`config.mk`:
```
export PLATFORM = sky130hd
export DESIGN_NAME = serial_sub
export DESIGN_NICKNAME = d
export VERILOG_FILES = /design/src/rtl/serial_sub_pkg.sv /design/src/rtl/serial_sub_fs.sv /design/src/rtl/serial_sub.sv
export SDC_FILE = /design/constraint.sdc
export NUM_CORES = 1
export LEC_CHECK = 0
export CAP_MARGIN = 20
export CORE_MARGIN = 4
export CORE_UTILIZATION = 35
export DETAILED_ROUTE_END_ITERATION = 8
export GPL_TIMING_DRIVEN = 0
export PLACE_DENSITY = 0.55
export SYNTH_ARGS = -nofsm -noshare
export SYNTH_HDL_FRONTEND = slang
export SYNTH_HIERARCHICAL = 1
export SYNTH_SLANG_ARGS = --single-unit
```
`constraint.sdc`:
```
create_clock -name Clock -period 6.55 [get_ports Clock]
set_input_delay 1.31 -clock Clock [delete_from_list [all_inputs] [get_ports Clock]]
set_output_delay 1.31 -clock Clock [all_outputs]
set_load 0.01 [all_outputs]
```
`src/rtl/serial_sub_pkg.sv`:
```
// Shared types and constants for the bit-serial subtractor.
// State encoding, default width and small state helpers.
package serial_sub_pkg;

  localparam int N_DEFAULT = 8;

  typedef enum logic [1:0] {
    IDLE = 2'b00,
    SUB  = 2'b01,
    NEG  = 2'b10,
    DONE = 2'b11
  } state_t;

  function automatic logic is_busy(input state_t s);
    return (s == SUB) || (s == NEG);
  endfunction

endpackage

```
`src/rtl/serial_sub_fs.sv`:
```
// Single-bit full subtractor cell.
// d = a - b - bin, bout set when the bit underflows.
module fs (
  input  logic a,
  input  logic b,
  input  logic bin,
  output logic d,
  output logic bout
);

  assign d    = a ^ b ^ bin;
  assign bout = (~a & b) | (~(a ^ b) & bin);

endmodule

```
`src/rtl/serial_sub.sv`:
```
// Bit-serial unsigned subtractor, LSB first, one cell.
// A negative result is negated serially to form |A - B|.
module serial_sub
  import serial_sub_pkg::*;
#(
  parameter int N = N_DEFAULT
) (
  input  logic         Clock,
  input  logic         Reset,
  input  logic         Start,
  input  logic [N-1:0] A,
  input  logic [N-1:0] B,
  output logic [N-1:0] D,
  output logic         Bout,
  output logic [N-1:0] Mag,
  output logic         Busy,
  output logic         Done
);

  localparam int CW = (N > 1) ? $clog2(N) : 1;
  localparam logic [CW-1:0] LAST = CW'(N - 1);

  state_t        state;
  state_t        state_nxt;
  logic [N-1:0]  sa;
  logic [N-1:0]  sb;
  logic [N-2:0]  sr;
  logic [CW-1:0] cnt;
  logic          brw;
  logic          cell_a;
  logic          cell_b;
  logic          cell_d;
  logic          cell_bo;
  logic          last;
  logic [N-1:0]  res;

  // Cell operands: minuend bit in SUB, zero in NEG.
  always_comb begin
    cell_a = (state == SUB) ? sa[0] : 1'b0;
    cell_b = sb[0];
    last   = (cnt == LAST);
    res    = {cell_d, sr};
  end

  fs u_fs (
    .a    (cell_a),
    .b    (cell_b),
    .bin  (brw),
    .d    (cell_d),
    .bout (cell_bo)
  );

  // Next-state decode; SUB exit depends on the final borrow.
  always_comb begin
    state_nxt = state;
    unique case (state)
      IDLE: if (Start) state_nxt = SUB;
      SUB:  if (last) state_nxt = cell_bo ? NEG : DONE;
      NEG:  if (last) state_nxt = DONE;
      DONE: state_nxt = IDLE;
      default: state_nxt = IDLE;
    endcase
  end

  // State, shift datapath and registered results.
  always_ff @(posedge Clock) begin
    if (Reset) begin
      state <= IDLE;
      sa    <= '0;
      sb    <= '0;
      sr    <= '0;
      cnt   <= '0;
      brw   <= 1'b0;
      D     <= '0;
      Bout  <= 1'b0;
      Mag   <= '0;
      Busy  <= 1'b0;
      Done  <= 1'b0;
    end else begin
      state <= state_nxt;
      Busy  <= is_busy(state_nxt);
      Done  <= (state_nxt == DONE);
      unique case (state)
        IDLE: begin
          if (Start) begin
            sa  <= A;
            sb  <= B;
            sr  <= '0;
            cnt <= '0;
            brw <= 1'b0;
          end
        end
        SUB: begin
          sa  <= sa >> 1;
          sb  <= sb >> 1;
          sr  <= res[N-1:1];
          brw <= cell_bo;
          cnt <= cnt + CW'(1);
          if (last) begin
            cnt <= '0;
            brw <= 1'b0;
            if (cell_bo) begin
              // Keep the raw difference in sa, negate it from sb.
              sa <= res;
              sb <= res;
              sr <= '0;
            end else begin
              D    <= res;
              Bout <= 1'b0;
              Mag  <= res;
            end
          end
        end
        NEG: begin
          sb  <= sb >> 1;
          sr  <= res[N-1:1];
          brw <= cell_bo;
          cnt <= cnt + CW'(1);
          if (last) begin
            cnt  <= '0;
            brw  <= 1'b0;
            D    <= sa;
            Bout <= 1'b1;
            Mag  <= res;
          end
        end
        DONE: begin
        end
        default: begin
        end
      endcase
    end
  end

endmodule

```
==> flow_summary.yaml, run 1 <==
outcome:
  outcome: "complete, no violations"
worst_setup_path:
  crit_buf_inv: 4
  cp_data_required_time_ps: 6740
  crit_arrival_ps: 2770
  r2r-end: "Busy"
  cp-end-kind: "flop"
  crit_chain: "inv_1 -> ha_1 -> buf_4 -> and2_1 -> fa_1 -> inv_1 -> buf_6 -> nor2b_1 -> o21ai_0 -> nand2_1 -> ha_1 -> nor2b_1"
  r2r_start: "state[1]"
  worst-path-max-fanout: 10
  worstSetupPathType: "flop to flop"
  ff2ff_setup_slack_ps: 3970
  critPathMaxStageDelay_ps: 410
  slowest_stage: "fa_1"
  start_kind: "flop"
  reg2regPathDepth: 12
  cp_top_family: "adder cells"
floorplanning:
  num_rows: 30
  initial_utilization_pct: 36.5
  dieArea_um2: 8620
  die_width_um: 92.8
  ios: 38
  die_h_um: 92.8
  coreArea_um2: 6910
sta:
  final-hold-violation-count: 0
  slew_headroom_pct: 62.7
  fin_crit_ps: 2580
  timing.final.crit_share_pct: 39.4
  fmax_mhz: 387
  setup-tns-final_ps: 0
  final.setup.worst_slack_ps: 3970
  tightest_slew_ps: 560
  rsz0062_at_grt: "no"
  fin_skew_ps: 6.37
  setup_viol: 0
  finalMaxSlewViolations: 0
synthesis:
  ys_ff_latch: 48
  async_flop_share_pct: 0
  ys_top_cells_by_area: "dfxtp_1 (38%), mux2i_1 (6.0%), a21oi_1 (5.4%)"
  syn-num-nets: 293
  seq_area_frac_synth_pct: 38.2
  ys.flop_type: "dfxtp_1"
  ys_top_cells_by_count: "dfxtp_1 (48), a21oi_1 (27), a211oi_1 (16)"
  synth-edff-count: 0
  syn_inst: 266
  synth_top_cell_by_area: "dfxtp_1"
  synth_area_um2: 2520
  synth_top_area_share_pct: 38.2
  ys_warn_count: 6
  netlist-cell-type-count: 43
  avgSynthCellArea_um2: 9.47
  synth.most_common_cell: "dfxtp_1"
worst_hold_path:
  holdCritPathClass: "flop to flop"
  hold_start: "sb[0]"
  min_to: "sb[0]"
  holdPathStages: 2
cts:
  cts_setup_buffers: 0
  clkLatencyLatePin_ps: 310
  cts_sinks: 48
  path_clk_slew_ps: 90
  cts_resized: 0
  cts-root-buf: "clkbuf_8"
  clockBufferDepth: 2
  hold_buffers: 0
  cts_tree: "done"
  cts_max_level: 2
  cts_made_buffers: 5
grt:
  grt_pass1_wl_um: 11100
  grt_max_degree: 16
  grt_antenna_before_repair: 0
  gr-total-overflow: 0
  grt_pass1_vias: 2149
  grtUsageTotal_pct: 16.3
power:
  ir_worst_vdd_mv: 0.0852
  leakagePower_uw: 0.00109
  powerDensity_nw_per_um2: 211
placement:
  numPortBuffers: 36
  hpwl_um: 4740
  dpl_worst_slack_ps: 3680
  gp_congestion: 0.787
routing:
  drc_errors: 0
  via_count: 2234
  wire_per_inst_um: 16.7
  ant_nets: 0
  wirelength_um: 6780
  drt_iter0_markers: 107
  via_per_inst: 5.50
  dr.pass1.iters: 4
layout:
  fillers: 701
  utilization_pct: 44.8
  register_area_um2: 961
  multi_input_area_um2: 1340
  area_growth_pct: 23.0
  antenna_cells: 0
  nets: 336
  drive_above_1_share_pct: 14.2
run:
  maxCapViolCount: 0
==> where the power goes <==
| group | internal, uW | switching, uW |
|---|---|---|
| clock | 85.7 | 108 |
| combinational | 62.3 | 76.3 |
| sequential | 308 | 11.8 |
| total | 456 | 197 |
==> final cells by class <==
class	count	share of cell area, %
Clock buffer	6	2.67
Sequential cell	48	31.0
Timing Repair Buffer	36	11.6
Buffer	26	5.54
Clock inverter	2	0.485
Tap cell	96	3.88
Multi-Input combinational cell	179	43.2
Inverter	13	1.58
==> worst register-to-register path, delay by kind of cell, from the launching register on <==
family / cells / cell delay, ps
and+or+nand+nor: 4 / 440
AOI/OAI and AO/OA: 1 / 220
buffers and inverters: 4 / 470
DFF: 1 / 400
adders and majority gates: 3 / 940
==> worst max-delay path by stage <==
stage	slack (ps)	cells after the start	to	start
floorplan	4200	12	Busy	state[1]
global placement	3690	6	Busy	Start
detailed placement	3680	6	Busy	Start
CTS	3970	12	Busy	state[1]
global route	3790	12	Busy	state[1]
finish	3970	12	Busy	state[1]
==> sequential cells by signal, summed over array words and instances, names as in the netlist <==
register / count
sr: 7
Done: 1
sb: 8
Bout: 1
cnt: 3
D: 8
Busy: 1
sa: 8
Mag: 8
state: 2
brw: 1
==> routing by layer <==
metal  GRT usage, %  part of all wire (%)  up-vias
li1               -                     -     1106
met1           22.2                    50     1075
met2           25.7                    45       46
met3           3.57                   4.0        7
met4           5.01                   1.2        0
met5              0                     0        -
==> cells in the final DEF, fill, tap and decap left out, types with 6 or more instances in the layout <==
cell / n
a21bo_2: 7
clkdlybuf4s50_1: 36
o32ai_1: 7
ha_1: 7
dfxtp_1: 48
o22ai_1: 8
nor2b_1: 6
a31oi_1: 8
nand2_1: 10
inv_1: 13
clkbuf_1: 6
o31ai_1: 9
mux2i_1: 15
o2111ai_1: 7
buf_4: 7
a211oi_1: 16
a21oi_1: 27
nand4_1: 9
clkbuf_8: 6
a221oi_1: 7
buf_2: 8
==> metrics by stage <==
step,power [uW],hold WS [ps],cell area (um^2),std cells
after floorplan,424,432,2520,266
after global placement,464,442,3000,398
after detailed placement,464,446,3000,398
after CTS,657,464,3100,406
after global routing,683,490,3100,406
final,652,462,3100,406
==> cells by family (layout without fill, tap and decap cells) <==
logic type,count (synthesis),in the layout,share of synthesized area (%)
simple gates,49,49,11.7
flops,48,48,38.2
buf+inv,39,83,8.74
mux,18,18,7.55
compound gates,104,104,29.6
fa+ha+maj,8,8,4.27
(Power assumes the default switching activity.)
==> inputs of run 2 (changes only) <==
Settings changed: PLACE_DENSITY 0.55 to 0.57.
Clock period 6.55 ns to 2.1 ns, I/O delays scaled along.
==> flow_summary.yaml, run 2 (synthesis results as in run 1) <==
worst_setup_path:
  r2r_start: "state[1]"
  cp_num_cells: 9
  critPathMaxStageDelay_ps: 360
  cp_top_family: "adder cells"
  crit_arrival_ps: 2160
  worstSetupPathType: "flop to flop"
  start_kind: "flop"
  cp_data_required_time_ps: 2280
  slowest_stage: "fa_2"
  r2r-end: "sb[4]"
  worst-path-max-fanout: 10
  crit_buf_inv: 3
  ff2ff_setup_slack_ps: 130
  crit_chain: "inv_2 -> ha_4 -> and2_4 -> fa_2 -> inv_4 -> a21boi_2 -> buf_6 -> a221oi_2 -> o32ai_1"
  cp-end-kind: "flop"
  reg2regPathDepth: 9
layout:
  nets: 343
  final_cell_mix: "dfxtp_1 (46), clkdlybuf4s50_1 (36), a21oi_1 (27)"
  utilization_pct: 46.5
  fin_cells: 413
  drive_above_1_share_pct: 19.6
  area_growth_pct: 27.5
  layout_commonest_cell: "dfxtp_1"
  fillers: 705
  antenna_cells: 0
power:
  power_uw: 2140
  leakagePower_uw: 0.00114
  ir_worst_vdd_mv: 0.349
  powerDensity_nw_per_um2: 666
  swShare_pct: 28.7
  p_comb_share_pct: 21.3
  netSwitchingPower_uw: 614
  p_clk_share_pct: 31.8
  power_frac_seq_pct: 46.8
  intPower_uw: 1520
grt:
  grt_max_degree: 18
  grt_antenna_before_repair: 0
  gr-total-overflow: 0
  grtUsageTotal_pct: 17.0
  grt_pass1_vias: 2184
  grt_pass1_wl_um: 11600
placement:
  gp_congestion: 0.802
  dpl_worst_slack_ps: -125
  post-place-cells: 398
  hpwl_um: 4850
  numPortBuffers: 36
cts:
  cts_tree: "done"
  cts-root-buf: "clkbuf_8"
  clkLatencyLatePin_ps: 300
  cts_sinks: 48
  clockBufferDepth: 2
  path_clk_slew_ps: 90
  hold_buffers: 0
  cts_made_buffers: 5
  cts_max_level: 2
sta:
  finalMaxSlewViolations: 0
  setup_viol: 0
  slew_headroom_pct: 64.4
  final.setup.worst_slack_ps: 129
  fmax_mhz: 507
  fin_crit_ps: 1970
  setup-tns-final_ps: 0
  tightest_slew_ps: 534
  final-hold-violation-count: 0
  rsz0062_at_grt: "no"
  timing.final.crit_share_pct: 93.8
  fin_skew_ps: 4.26
floorplanning:
  die_h_um: 92.8
  coreArea_um2: 6910
  num_rows: 30
  ios: 38
  die_width_um: 92.8
  initial_utilization_pct: 36.5
  dieArea_um2: 8620
routing:
  wirelength_um: 7010
  wire_per_inst_um: 17.0
  dr.pass1.iters: 4
  via_per_inst: 5.49
  via_count: 2266
  ant_nets: 0
  drt_iter0_markers: 118
  drc_errors: 0
worst_hold_path:
  min_to: "Done"
  hold_start: "Reset"
  holdCritPathClass: "input port to flop"
  holdPathStages: 2
run:
  maxCapViolCount: 0
outcome:
  outcome: "complete, no violations"
[run 2: changes by cell type in the layout (fill, tap and decap cells not counted), sizes merged]
cell | before | now
buf | 20 | 27
clkinvlp | 2 | 0
bufinv | 0 | 1
clkinv | 0 | 1
[run 2: per-layer routing]
metal	vias to the layer above	GRT usage, %	wire (um)
met5	-	0	0
met4	0	4.64	88
met3	10	2.76	325
met2	49	26.1	3200
met1	1091	24.5	3390
li1	1116	-	-
[run 2: layout make-up]
cell class	instances	area (um^2)	share of cell area, %
timing repair buffer	46	435	13.6
inverter	13	51.3	1.60
clock buffer	6	72.6	2.26
clock inverter	2	35.0	1.09
tap	96	120	3.74
multi-input combinational	179	1390	43.1
buffer	23	148	4.60
sequential	48	963	30.0
[run 2: timing repair]
| item | CTS | global route |
|---|---|---|
| pin swaps | 3 | 3 |
| endpoints found under the hold margin | 0 | 0 |
| setup endpoints to repair | 25 | 28 |
| resized for setup | 7 | 3 |
| gates cloned | 0 | 0 |
| buffers inserted | 10 | 0 |
[run 2: stage by stage]
stage,hold slack (ps),area (um^2)
finish,444,3210
global route,479,3210
CTS,453,3210
detailed placement,447,3020
global placement,443,3020
floorplan,432,2540
[run 2: power by group through the flow]
stage / logic (uW) / clock network (uW) / registers [uW]
finish: 456 / 680 / 1000
global route: 505 / 732 / 1010
CTS: 462 / 687 / 1000
detailed placement: 438 / 0 / 1020
global placement: 438 / 0 / 1020
floorplan: 320 / 0 / 1010
[run 2: worst max path at each step]
stage	startpoint	endpoint	slack [ps]
global route	state[1]	Busy	30
floorplan	state[1]	Busy	40
CTS	state[1]	Busy	-30
detailed placement	state[1]	sb[4]	-120
global placement	state[1]	sb[6]	-130
finish	state[1]	sb[4]	130
==> inputs of run 3 (changes only) <==
Settings changed: CORE_MARGIN 4 to 8.
==> flow_summary.yaml, run 3 (synthesis results as in run 1) <==
sta:
  rsz0062_at_grt: "no"
  final.setup.worst_slack_ps: 115
  timing.final.crit_share_pct: 94.5
  tightest_slew_ps: 610
  fin_skew_ps: 15.8
  slew_headroom_pct: 59.3
  setup_viol: 0
  hold_ws_ps: 441
  fin_crit_ps: 1990
  finalMaxSlewViolations: 0
  final-hold-violation-count: 0
  fmax_mhz: 504
routing:
  drc_errors: 0
  ant_nets: 0
  wirelength_um: 7140
  via_count: 2234
  drt_iter0_markers: 119
  via_per_inst: 5.38
  wire_per_inst_um: 17.2
  dr.pass1.iters: 4
floorplanning:
  ios: 38
  die_h_um: 101
  initial_utilization_pct: 35.5
  num_rows: 31
  die_width_um: 101
  coreArea_um2: 7100
  dieArea_um2: 10200
worst_hold_path:
  holdCritPathClass: "input port to flop"
cts:
  cts_tree: "done"
  cts-root-buf: "clkbuf_8"
  clkLatencyLatePin_ps: 310
  cts_max_level: 2
  clockBufferDepth: 2
  hold_buffers: 0
  cts_made_buffers: 5
  cts_sinks: 48
  path_clk_slew_ps: 90
power:
  leakagePower_uw: 0.00115
  powerDensity_nw_per_um2: 680
  ir_worst_vdd_mv: 0.313
outcome:
  outcome: "complete, no violations"
worst_setup_path:
  cp-end-kind: "flop"
  start_kind: "flop"
  reg2regPathDepth: 10
  ff2ff_setup_slack_ps: 110
  critPathMaxStageDelay_ps: 350
  endpoint: "Busy"
  r2r_start: "state[1]"
  cp_data_required_time_ps: 2290
  worst-path-max-fanout: 7
  cp-startpoint: "state[1]"
  r2r-end: "Busy"
  crit_path_frequent_cell: "nor2b_4"
  crit_chain: "inv_2 -> ha_4 -> and2_4 -> fa_2 -> inv_4 -> nor2b_4 -> o21ai_2 -> nand2_1 -> ha_1 -> nor2b_4"
  crit_arrival_ps: 2180
  worstSetupPathType: "flop to flop"
  slowest_stage: "dfxtp_2"
placement:
  dpl_worst_slack_ps: -134
  hpwl_um: 4980
  gp_congestion: 0.819
  numPortBuffers: 36
layout:
  register_area_um2: 963
  antenna_cells: 0
  final_cell_mix: "dfxtp_1 (46), clkdlybuf4s50_1 (36), a21oi_1 (27)"
  nets: 342
  multi_input_area_um2: 1400
  drive_above_1_share_pct: 20.3
  layout_commonest_cell: "dfxtp_1"
  fillers: 722
  area_growth_pct: 28.4
  utilization_pct: 45.6
grt:
  grt_pass1_wl_um: 11700
  grt_max_degree: 18
  grt_antenna_before_repair: 0
  grt_pass1_vias: 2292
  gr-total-overflow: 0
  grtUsageTotal_pct: 14.7
run:
  maxCapViolCount: 0
==> run 3: per-stage QoR <==
stage | instances | total power [uW] | TNS (ps) | area, um^2
finish | 415 | 2200 | 0 | 3230
detailed placement | 401 | 1460 | -973 | 3030
CTS | 415 | 2210 | -61.9 | 3220
global route | 415 | 2310 | 0 | 3230
global placement | 401 | 1460 | -892 | 3030
floorplan | 266 | 1330 | 0 | 2540
==> run 3: worst max-delay path, delay by kind of cell (launching register included) <==
| family | cells | cell delay, ps |
|---|---|---|
| compound gates | 1 | 130 |
| fa+ha+maj | 3 | 810 |
| buf+inv | 2 | 170 |
| flops | 1 | 350 |
| simple gates | 4 | 400 |
==> run 3: cell type report <==
cell class / instances / share of cell area, %
multi-input combinational: 179 / 43.2
sequential: 48 / 29.8
clock inverter: 2 / 1.20
clock buffer: 6 / 2.55
timing repair buffer: 45 / 13.2
buffer: 23 / 4.56
inverter: 13 / 1.59
tap: 99 / 3.83
==> run 3: per-layer routing <==
layer	vias to the layer above	GRT usage, %	wire length, um	part of all wire (%)
met5	-	0	0	0
met4	0	6.05	154	2.2
met3	11	3.11	291	4.1
met2	34	23.9	3320	47
met1	1073	18.3	3370	47
li1	1116	-	-	-
==> run 3: worst min path at each step <==
stage,start,end,slack (ps),cells past startpoint
5_1_grt,Reset,Done,470,2
6_report,Reset,Done,440,2
3_3_place_gp,brw,brw,440,2
3_5_place_dp,brw,brw,450,2
2_1_floorplan,brw,brw,430,2
4_1_cts,Reset,Done,440,2
==> run 3: repair_timing <==
action	CTS	global route
gates cloned	0	0
pin swaps	3	3
setup endpoints to repair	18	30
resized for setup	7	6
hold endpoints to repair	0	0
setup buffers	8	1
==> run 3: power by group <==
| group | internal [uW] | switching (uW) | leakage [uW] |
|---|---|---|---|
| logic | 219 | 252 | 0.000700 |
| registers | 961 | 43.5 | 0.000392 |
| clock network | 390 | 334 | 0.0000614 |
